<file path="config.mk">
export PLATFORM = sky130hd
export DESIGN_NAME = elevator
export DESIGN_NICKNAME = d
export VERILOG_FILES = /design/src/rtl/elevator.sv
export SDC_FILE = /design/constraint.sdc
export NUM_CORES = 1
export LEC_CHECK = 0
export BUFFER_PORTS_ARGS = -buffer_cell sky130_fd_sc_hd__buf_4
export CAP_MARGIN = 25
export CORE_MARGIN = 2
export CORE_UTILIZATION = 26
export DETAILED_ROUTE_END_ITERATION = 16
export PLACE_DENSITY_LB_ADDON = 0.08
export REMOVE_ABC_BUFFERS = 1
export SLEW_MARGIN = 5
export SYNTH_ARGS = -nofsm -noshare
export SYNTH_HDL_FRONTEND = slang
export SYNTH_SLANG_ARGS = --single-unit
</file>
<file path="constraint.sdc">
create_clock -name clk -period 2.5 [get_ports clk]
set_input_delay 0.75 -clock clk [delete_from_list [all_inputs] [get_ports clk]]
set_output_delay 0.75 -clock clk [all_outputs]
set_load 0.005 [all_outputs]
</file>
<file path="src/rtl/elevator.sv">
// Three-floor elevator controller.
// Latches floor calls, picks a travel direction (up wins from idle) and holds
// the door open for DOOR_CYCLES clocks at each served floor. A floor sensor
// value of 3 means the car is between floors; nothing is served or cleared then.
module elevator #(
  parameter int DOOR_CYCLES = 2
) (
  input  logic       clk,
  input  logic       rst,
  input  logic [2:0] floor_req,
  input  logic [1:0] current_floor,
  output logic       direction,
  output logic       door_open
);

  localparam int TW = (DOOR_CYCLES > 1) ? $clog2(DOOR_CYCLES) : 1;
  localparam logic [TW-1:0] TIMER_LOAD = TW'(DOOR_CYCLES - 1);

  typedef enum logic [1:0] {
    ST_IDLE      = 2'd0,
    ST_MOVE_UP   = 2'd1,
    ST_MOVE_DOWN = 2'd2,
    ST_DOOR_OPEN = 2'd3
  } state_t;

  state_t          state_r;
  state_t          state_s;
  logic [2:0]      pending_r;
  logic [2:0]      pending_s;
  logic [TW-1:0]   timer_r;
  logic [TW-1:0]   timer_s;
  logic            dir_r;
  logic            dir_s;

  logic [2:0]      all_req_s;
  logic [2:0]      here_mask_s;
  logic            floor_valid_s;
  logic            req_here_s;
  logic            new_req_here_s;
  logic            req_above_s;
  logic            req_below_s;

  // Decode the combined request set relative to the sensed car position.
  always_comb begin
    all_req_s     = pending_r | floor_req;
    floor_valid_s = 1'b1;
    here_mask_s   = 3'b000;
    req_above_s   = 1'b0;
    req_below_s   = 1'b0;
    case (current_floor)
      2'd0: begin
        here_mask_s = 3'b001;
        req_above_s = |all_req_s[2:1];
      end
      2'd1: begin
        here_mask_s = 3'b010;
        req_above_s = all_req_s[2];
        req_below_s = all_req_s[0];
      end
      2'd2: begin
        here_mask_s = 3'b100;
        req_below_s = |all_req_s[1:0];
      end
      default: begin
        floor_valid_s = 1'b0;
      end
    endcase
    req_here_s     = |(all_req_s & here_mask_s);
    new_req_here_s = |(floor_req & here_mask_s);
  end

  // Next-state, door timer, direction and pending-request computation.
  always_comb begin
    state_s = state_r;
    timer_s = timer_r;
    dir_s   = dir_r;
    case (state_r)
      ST_IDLE: begin
        if (req_here_s) begin
          state_s = ST_DOOR_OPEN;
          timer_s = TIMER_LOAD;
        end else if (req_above_s) begin
          state_s = ST_MOVE_UP;
          dir_s   = 1'b1;
        end else if (req_below_s) begin
          state_s = ST_MOVE_DOWN;
          dir_s   = 1'b0;
        end else begin
          state_s = ST_IDLE;
        end
      end
      ST_MOVE_UP: begin
        if (!floor_valid_s) begin
          state_s = ST_MOVE_UP;
        end else if (req_here_s) begin
          state_s = ST_DOOR_OPEN;
          timer_s = TIMER_LOAD;
        end else if (!req_above_s) begin
          state_s = ST_IDLE;
        end else begin
          state_s = ST_MOVE_UP;
        end
      end
      ST_MOVE_DOWN: begin
        if (!floor_valid_s) begin
          state_s = ST_MOVE_DOWN;
        end else if (req_here_s) begin
          state_s = ST_DOOR_OPEN;
          timer_s = TIMER_LOAD;
        end else if (!req_below_s) begin
          state_s = ST_IDLE;
        end else begin
          state_s = ST_MOVE_DOWN;
        end
      end
      ST_DOOR_OPEN: begin
        // A fresh call for this floor keeps the door open for a full dwell.
        if (new_req_here_s) begin
          timer_s = TIMER_LOAD;
        end else if (timer_r == '0) begin
          state_s = ST_IDLE;
        end else begin
          timer_s = timer_r - TW'(1);
        end
      end
      default: begin
        state_s = ST_IDLE;
        timer_s = '0;
      end
    endcase
    // The floor being served is dropped, including a call arriving this edge.
    if (state_r == ST_DOOR_OPEN) begin
      pending_s = all_req_s & ~here_mask_s;
    end else begin
      pending_s = all_req_s;
    end
  end

  // State register.
  always_ff @(posedge clk or negedge rst) begin
    if (!rst) begin
      state_r <= ST_IDLE;
    end else begin
      state_r <= state_s;
    end
  end

  // Pending requests, door timer and held travel direction.
  always_ff @(posedge clk or negedge rst) begin
    if (!rst) begin
      pending_r <= 3'b000;
      timer_r   <= '0;
      dir_r     <= 1'b0;
    end else begin
      pending_r <= pending_s;
      timer_r   <= timer_s;
      dir_r     <= dir_s;
    end
  end

  // Actuator outputs decoded straight from registers.
  always_comb begin
    door_open = (state_r == ST_DOOR_OPEN);
    direction = dir_r;
  end

endmodule

</file>
==> metrics.md, run 1 <==
| Metric | Value |
|---|---|
| Clock latency on the worst-skew pair | `0.25 ns` |
| Post-Synthesis Cell Area | `571 µm²` |
| Synthesis-stage register bit count | `7` |
| Largest voltage drop on the vdd net | `0.353 mV` |
| Number of cells on the worst reg-to-reg path | `4` |
| Post-DRT Antenna Nets | `0` |
| Highest achievable clock rate | `518 MHz` |
| Average wire length per cell after detail routing | `12.9 µm` |
| Final Setup Violations | `0` |
| Required time at the endpoint of the critical path | `2.61 ns` |
| Horizontal die dimension | `50.8 µm` |
| Floorplan Core Area | `2020 µm²` |
| Number of remaining DRC errors | `0` |
| Total number of placement rows | `16` |
| Average cell area after synthesis | `9.51 µm²` |
| GP Congestion | `0.760` |
| Pin count of the biggest net entering global routing | `8` |
| Largest fanout on the critical path | `6` |
| Fraction of layout cells with a size suffix above 1 | `19.4%` |
| Destination of the critical timing path | `state_r[1]` |
| Total number of H-tree levels | `1` |
| Post-cts hold buffer count | `0` |
| Post-route insts no fill | `99` |
| Setup repair after global routing missed its margin | `no` |
| Post-synthesis sequential area ratio | `30.7%` |
| Post-DP HPWL | `1.08 mm` |
| Number of gates resized after cts | `0` |
| Power density over the cells | `866 nW/µm²` |
| Transition time at the pin with the least slew margin | `0.321 ns` |
| GR Util All Layers | `12.3%` |
| Fin. Hold Viols | `0` |
| Number of global-route vias before repair | `540` |
| Path class of the lowest-slack min-delay path | `primary input to asynchronous set/reset pin` |
| Result of the run | `finished, final reports clean` |
| Post-synthesis cell count | `60` |
| CTS tree | `done` |
| Post-route clock skew | `0.00637 ns` |
| Total of buffers placed on input and output ports | `8` |
| Routed Wire Length | `1.28 mm` |
| Layout Utilization | `34.2%` |
| Leak pwr | `0.309 nW` |
| Setup slack of the worst register-to-register path | `0.94 ns` |
| Shortest period the worst path allows | `1.93 ns` |
| Share of flip-flops with an asynchronous set or reset after synthesis | `100%` |
| Post-layout net count | `91` |
| Number of antenna violations at the first check in global routing | `0` |
| Reg-to-reg critical path endpoint | `state_r[0]` |
| Area enclosed by the die boundary | `2590 µm²` |
| Library cells used by synthesis | `21` |
| Sum of overflow across all layers after global routing | `0` |
| Final antenna diode count | `0` |
| Crit path kind | `primary input to register` |
| Category of the worst setup path capture point | `register` |
| DRC marker count from the first detailed-route iteration | `8` |
| Primary flip-flop cell chosen by synthesis mapping | `dfrtp_1` |
| CTS sink count | `7` |
| Worst setup SP type | `primary input` |
| Area Overhead vs Synth | `21.1%` |
| Bufs on Longest Clock Path | `2` |
| Maxcap violations | `0` |
| TritonCTS Buffers | `3` |
| # Post-CTS Setup Buffers | `0` |
| Placed Cells | `95` |
| Die height | `50.8 µm` |
| Launching element of the worst setup path | `current_floor[0]` |
| Root Buffer | `clkbuf_4` |
| Final Max Tran Viols | `0` |
| Fin Setup TNS | `0 ns` |
| Clock transition at the registers of the reported paths | `0.05 ns` |
| Number of vias per cell | `5.00` |
| Post-synth EDFFs | `0` |
| Number of warning messages in the yosys log | `0` |
| R2R Path Start | `state_r[0]` |
| Io pins | `9` |
| Fraction of the cycle the final worst path needs | `77.2%` |
| Data arrival time at the worst-slack endpoint | `2.04 ns` |
| Initial standard-cell utilization of the core | `28.2%` |
| Routed vias | `495` |
| Global-route wire length before repair | `2.42 mm` |
| Number of optimization iterations in the first detailed-route pass | `4` |
| Remaining max-slew budget at the tightest pin | `78.5%` |
[sequential cells by signal (all words and copies together) (netlist names)]
name       cells
state_r        2
pending_r      3
timer_r        1
direction      1
[worst max-delay path, cell delays in order]
cell and delay (ns):
buf_4 0.10, inv_1 0.07, ha_1 0.23, a22oi_1 0.29, a21boi_2 0.17, a311oi_1 0.34
a221oi_2 0.09
[per-stage QoR]
step | hold slack (ns) | power, W | instance area, µm² | setup slack (ns)
final | 0.298 | 0.000598 | 691 | 0.569
after global routing | 0.290 | 0.000662 | 691 | 0.446
after CTS | 0.298 | 0.000605 | 691 | 0.581
after detailed placement | 0.514 | 0.000501 | 664 | 0.321
after global placement | 0.504 | 0.000508 | 664 | 0.327
after floorplan | 0.454 | 0.000403 | 571 | 0.632
[cell usage after synthesis (all sizes together), types with 2 or more instances]
library cell / number / area share (%)
a311oi: 3 / 4.6
ha: 11 / 24
nor2: 3 / 2.0
dfrtp: 7 / 31
o21ai: 6 / 5.3
o31ai: 2 / 2.6
inv: 8 / 5.3
nand3: 2 / 1.8
a221oi: 3 / 6.8
a21oi: 4 / 3.5
nand2: 2 / 1.3
a22oi: 2 / 2.6
[routing by layer]
layer  routed length [µm]  global-route usage [%]  up-vias
met4                    0                    2.70        0
met1                  555                    14.6      228
li1                     -                       -      251
met2                  634                    21.3       16
met5                    0                       0        -
met3                   88                    4.39        0
[power by group]
part | switching [W] | internal (W) | total [W]
combinational | 0.000168 | 0.000139 | 0.000307
clock | 0.0000409 | 0.0000609 | 0.000102
sequential | 0.0000315 | 0.000158 | 0.000189
total | 0.000240 | 0.000358 | 0.000598
[worst min-delay path by stage]
| stage | startpoint | endpoint | slack (ns) |
|---|---|---|---|
| after floorplan | rst | direction | 0.45 |
| after global placement | direction | direction | 0.50 |
| after detailed placement | direction | direction | 0.51 |
| after CTS | rst | timer_r | 0.30 |
| after global routing | rst | timer_r | 0.29 |
| final | rst | timer_r | 0.30 |
[kinds of logic (layout without fill, tap and decap cells)]
| family | Yosys count | after routing | share of synthesized area (%) |
|---|---|---|---|
| flops | 7 | 7 | 30.7 |
| simple gates | 10 | 10 | 8.12 |
| buf+inv | 8 | 20 | 5.26 |
| compound gates | 24 | 24 | 31.8 |
| fa+ha+maj | 11 | 11 | 24.1 |
[placed cells by master, fill, tap and decap left out, types with 2 or more instances in the layout]
master    synthesis  routed
ha_1             11      11
nand3_1           2       2
dfrtp_1           7       7
o31ai_1           2       2
a311oi_1          3       3
o21ai_0           2       2
nor2_1            3       3
clkbuf_4          0       3
a221oi_2          2       2
a22oi_1           2       2
o21ai_1           4       4
nand2_1           2       2
buf_4             0       8
inv_1             8       8
a21oi_1           4       4
[layout make-up]
| class | count | area, µm² |
|---|---|---|
| fillers | 210 | 1330 |
| multi-input cells | 45 | 365 |
| flip-flops and latches | 7 | 175 |
| repair buffers | 8 | 60.1 |
| well taps | 27 | 33.8 |
| inverters | 8 | 30.0 |
| clock buffers | 4 | 26.3 |
No activity file was read; power rests on OpenSTA's default activity.
==> run 2: changes to the inputs <==
- ABC_AREA: default -> 1
- clock period: 2.5 -> 2 ns (I/O delays scaled with it)
==> run 2 against run 1 <==
Via count grew 13%. Setup slack lost 0.32 ns. Register-to-register slack lost 0.16 ns. Total power grew 25%. Synthesized area grew 13%. Global-route usage shrank 0.22 points. Count of clock-buffer cells in the layout is the same. Final cell count grew 33%. Non-clock buffer count is the same. Synthesized cell count grew 50%. Largest power group unchanged.
==> metrics.md, run 2 <==
| Metric | Value |
|---|---|
| Result of the run | `finished, final reports clean (unchanged)` |
| Fraction of the cycle the final worst path needs | `87.5%` |
| CTS sink count | `7 (unchanged)` |
| Number of gates resized after cts | `0 (unchanged)` |
| Post-route clock skew | `0.00119 ns (was 0.00637 ns)` |
| Horizontal die dimension | `53.7 µm (was 50.8 µm)` |
| Clock latency on the worst-skew pair | `0.25 ns (about the same)` |
| CTS tree | `done (unchanged)` |
| Top cell type's share of synthesized area | `27.2% (was 30.7%)` |
| Cells along the critical path | `ha_1, buf_4 (was buf_4, inv_1, ha_1, a22oi_1, a21boi_2, a311oi_1, a221oi_2)` |
| Post-synth EDFFs | `0 (unchanged)` |
| Post-Synthesis Cell Area | `643 µm² (was 571 µm²)` |
| Largest fanout on the critical path | `7 (was 6)` |
| Synth cell count leaders | `nand2_1 (26), inv_1 (17), ha_1 (11) (was ha_1 (11), inv_1 (8), dfrtp_1 (7))` |
| GP Congestion | `0.685 (was 0.760)` |
| Global-route wire length before repair | `2.42 mm (unchanged)` |
| Bufs on Longest Clock Path | `2 (unchanged)` |
| Cell area after layout | `767 µm² (was 691 µm²)` |
| Path class of the lowest-slack min-delay path | `primary input to asynchronous set/reset pin (unchanged)` |
| Post-synthesis cell count | `90 (was 60)` |
| Largest register FFs | `3 (unchanged)` |
| Average cell area after synthesis | `7.15 µm² (was 9.51 µm²)` |
| Sum of overflow across all layers after global routing | `0 (unchanged)` |
| Number of vias per cell | `4.25 (was 5.00)` |
| Transition time at the pin with the least slew margin | `0.255 ns (was 0.321 ns)` |
| Number of antenna violations at the first check in global routing | `0 (unchanged)` |
| Synthesis-stage register bit count | `7 (unchanged)` |
| Remaining max-slew budget at the tightest pin | `83.0% (was 78.5%)` |
| DRC marker count from the first detailed-route iteration | `5 (was 8)` |
| Total number of placement rows | `18 (was 16)` |
| Reg-to-reg critical path endpoint | `state_r[1] (was state_r[0])` |
| Critical path's largest stage delay | `0.42 ns (was 0.34 ns)` |
| Area Overhead vs Synth | `19.3% (was 21.1%)` |
| Shortest period the worst path allows | `1.75 ns` |
| Post-DRT Antenna Nets | `0 (unchanged)` |
| Number of cells on the worst reg-to-reg path | `6 (was 4)` |
| Largest voltage drop on the vdd net | `0.427 mV (was 0.353 mV)` |
| Primary flip-flop cell chosen by synthesis mapping | `dfrtp_1 (unchanged)` |
| Routed vias | `561 (was 495)` |
| Library cells used by synthesis | `15 (was 21)` |
| Category of the worst setup path capture point | `output port (was register)` |
| Commonest non-fill, non-tap cells in the layout | `nand2_1 (26), inv_1 (17), ha_1 (11), buf_4 (8) (was ha_1 (11), inv_1 (8), buf_4 (8), dfrtp_1 (7))` |
| Post-detailed-placement cell area | `741 µm² (was 664 µm²)` |
| GR Util All Layers | `12.1% (was 12.3%)` |
| Gate family responsible for the most delay along the worst path | `flip-flops (was compound AO/OA/AOI/OAI gates)` |
| Power density over the cells | `971 nW/µm² (was 866 nW/µm²)` |
| Initial standard-cell utilization of the core | `26.7% (was 28.2%)` |
| Post-DP HPWL | `1.11 mm (was 1.08 mm)` |
| Setup slack of the worst register-to-register path | `0.78 ns (was 0.94 ns)` |
| Number of optimization iterations in the first detailed-route pass | `4 (unchanged)` |
| Root Buffer | `clkbuf_4 (unchanged)` |
| Total number of H-tree levels | `1 (unchanged)` |
| Routed Wire Length | `1.32 mm (was 1.28 mm)` |
| Leak pwr | `0.419 nW (was 0.309 nW)` |
| Final Max Tran Viols | `0 (unchanged)` |
| Crit path kind | `register to output port (was primary input to register)` |
| Average wire length per cell after detail routing | `9.99 µm (was 12.9 µm)` |
| # Post-CTS Setup Buffers | `0 (unchanged)` |
| Most frequently used cell type in the post-synthesis netlist | `nand2_1 (was ha_1)` |
| Setup repair after global routing missed its margin | `no (unchanged)` |
| Fin Setup TNS | `0 ns (unchanged)` |
| Data arrival time at the worst-slack endpoint | `1.15 ns (was 2.04 ns)` |
| Cell accounting for the most synthesized area | `dfrtp_1 (unchanged)` |
| Highest achievable clock rate | `571 MHz` |
| Post-cts hold buffer count | `0 (unchanged)` |
| Share of flip-flops with an asynchronous set or reset after synthesis | `100% (unchanged)` |
| Layout Utilization | `31.8% (was 34.2%)` |
| Die height | `53.7 µm (was 50.8 µm)` |
| PnR Total Power | `0.000745 W (was 0.000598 W)` |
| Most common library cell in the layout ignoring fill and taps | `nand2_1 (was ha_1)` |
| Top cells by area, synth | `dfrtp_1 (27%), ha_1 (21%), nand2_1 (15%) (was dfrtp_1 (31%), ha_1 (24%), a221oi_2 (5.3%))` |
| Post-layout net count | `121 (was 91)` |
| Final antenna diode count | `0 (unchanged)` |
| Largest registers in the final layout | `pending_r x3, state_r x2 (unchanged)` |
| Pin count of the biggest net entering global routing | `8 (unchanged)` |
| Number of global-route vias before repair | `542 (was 540)` |
| Crit path buf inv count | `1 (was 2)` |
| Number of warning messages in the yosys log | `0 (unchanged)` |
| Post-synthesis sequential area ratio | `27.2% (was 30.7%)` |
| Io pins | `9 (unchanged)` |
| R2R Path Start | `state_r[0] (unchanged)` |
| Total of buffers placed on input and output ports | `8 (unchanged)` |
| Floorplan Core Area | `2410 µm² (was 2020 µm²)` |
| Standard cell with the maximum stage delay on the critical path | `dfrtp_1 (was a311oi_1)` |
| Number of remaining DRC errors | `0 (unchanged)` |
| Maxcap violations | `0 (unchanged)` |
| Final Setup Violations | `0 (unchanged)` |
| Area enclosed by the die boundary | `2890 µm² (was 2590 µm²)` |
| TritonCTS Buffers | `3 (unchanged)` |
| Clock transition at the registers of the reported paths | `0.05 ns (about the same)` |
| Worst setup SP type | `register (was primary input)` |
| Top register by number of flip-flops | `pending_r (unchanged)` |
| Fraction of layout cells with a size suffix above 1 | `17.6% (was 19.4%)` |
| Required time at the endpoint of the critical path | `1.40 ns (was 2.61 ns)` |
| Fin. Hold Viols | `0 (unchanged)` |
[run 2: where the power goes]
part	switching, W	total [W]	leakage, nW	internal, W
clock	0.0000570	0.000133	0.0150	0.0000765
combinational	0.000219	0.000376	0.331	0.000157
sequential	0.0000404	0.000235	0.0727	0.000194
total	0.000316	0.000745	0.419	0.000428
[run 2: area by class of cell]
type | instances | area (µm²)
flip-flops and latches | 7 | 175
fillers | 274 | 1640
multi-input cells | 66 | 404
inverters | 17 | 63.8
repair buffers | 8 | 60.1
well taps | 30 | 37.5
clock buffers | 4 | 26.3
[run 2: worst max path at each step]
| stage | from | to | depth (start not counted) |
|---|---|---|---|
| CTS | state_r[0] | door_open | 2 |
| floorplan | current_floor[0] | state_r[1] | 10 |
| detailed placement | current_floor[0] | state_r[1] | 11 |
| finish | state_r[0] | door_open | 2 |
| global placement | current_floor[0] | state_r[1] | 11 |
| global route | state_r[0] | door_open | 2 |
[run 2: worst reg2reg max path: stages (launching register included)]
cell and delay, ns:
dfrtp_1 0.42, ha_1 0.31, o21ai_1 0.13, inv_1 0.09
a21oi_2 0.10, nand2_1 0.06, nand2_1 0.05
[run 2: through the flow]
| stage | std cells | setup slack, ns | hold slack, ns |
|---|---|---|---|
| finish | 132 | 0.250 | 0.149 |
| global route | 132 | 0.137 | 0.131 |
| CTS | 132 | 0.223 | 0.144 |
| detailed placement | 128 | 0.188 | 0.425 |
| global placement | 128 | 0.167 | 0.424 |
| floorplan | 90 | 0.462 | 0.304 |
[run 2: cells by family after synthesis]
group           synth area share (%)
buf+inv                         9.92
fa+ha+maj                       21.4
simple gates                    30.5
flops                           27.2
compound gates                  10.9
[run 2: layer usage]
| metal | GRT usage (%) | vias to the layer above | wire length (µm) | part of all wire, % |
|---|---|---|---|---|
| li1 | - | 304 | - | - |
| met1 | 14.3 | 249 | 593 | 45 |
| met2 | 19.1 | 8 | 672 | 51 |
| met3 | 5.83 | 0 | 53 | 4.0 |
| met4 | 3.85 | 0 | 0 | 0 |
| met5 | 0 | - | 0 | 0 |
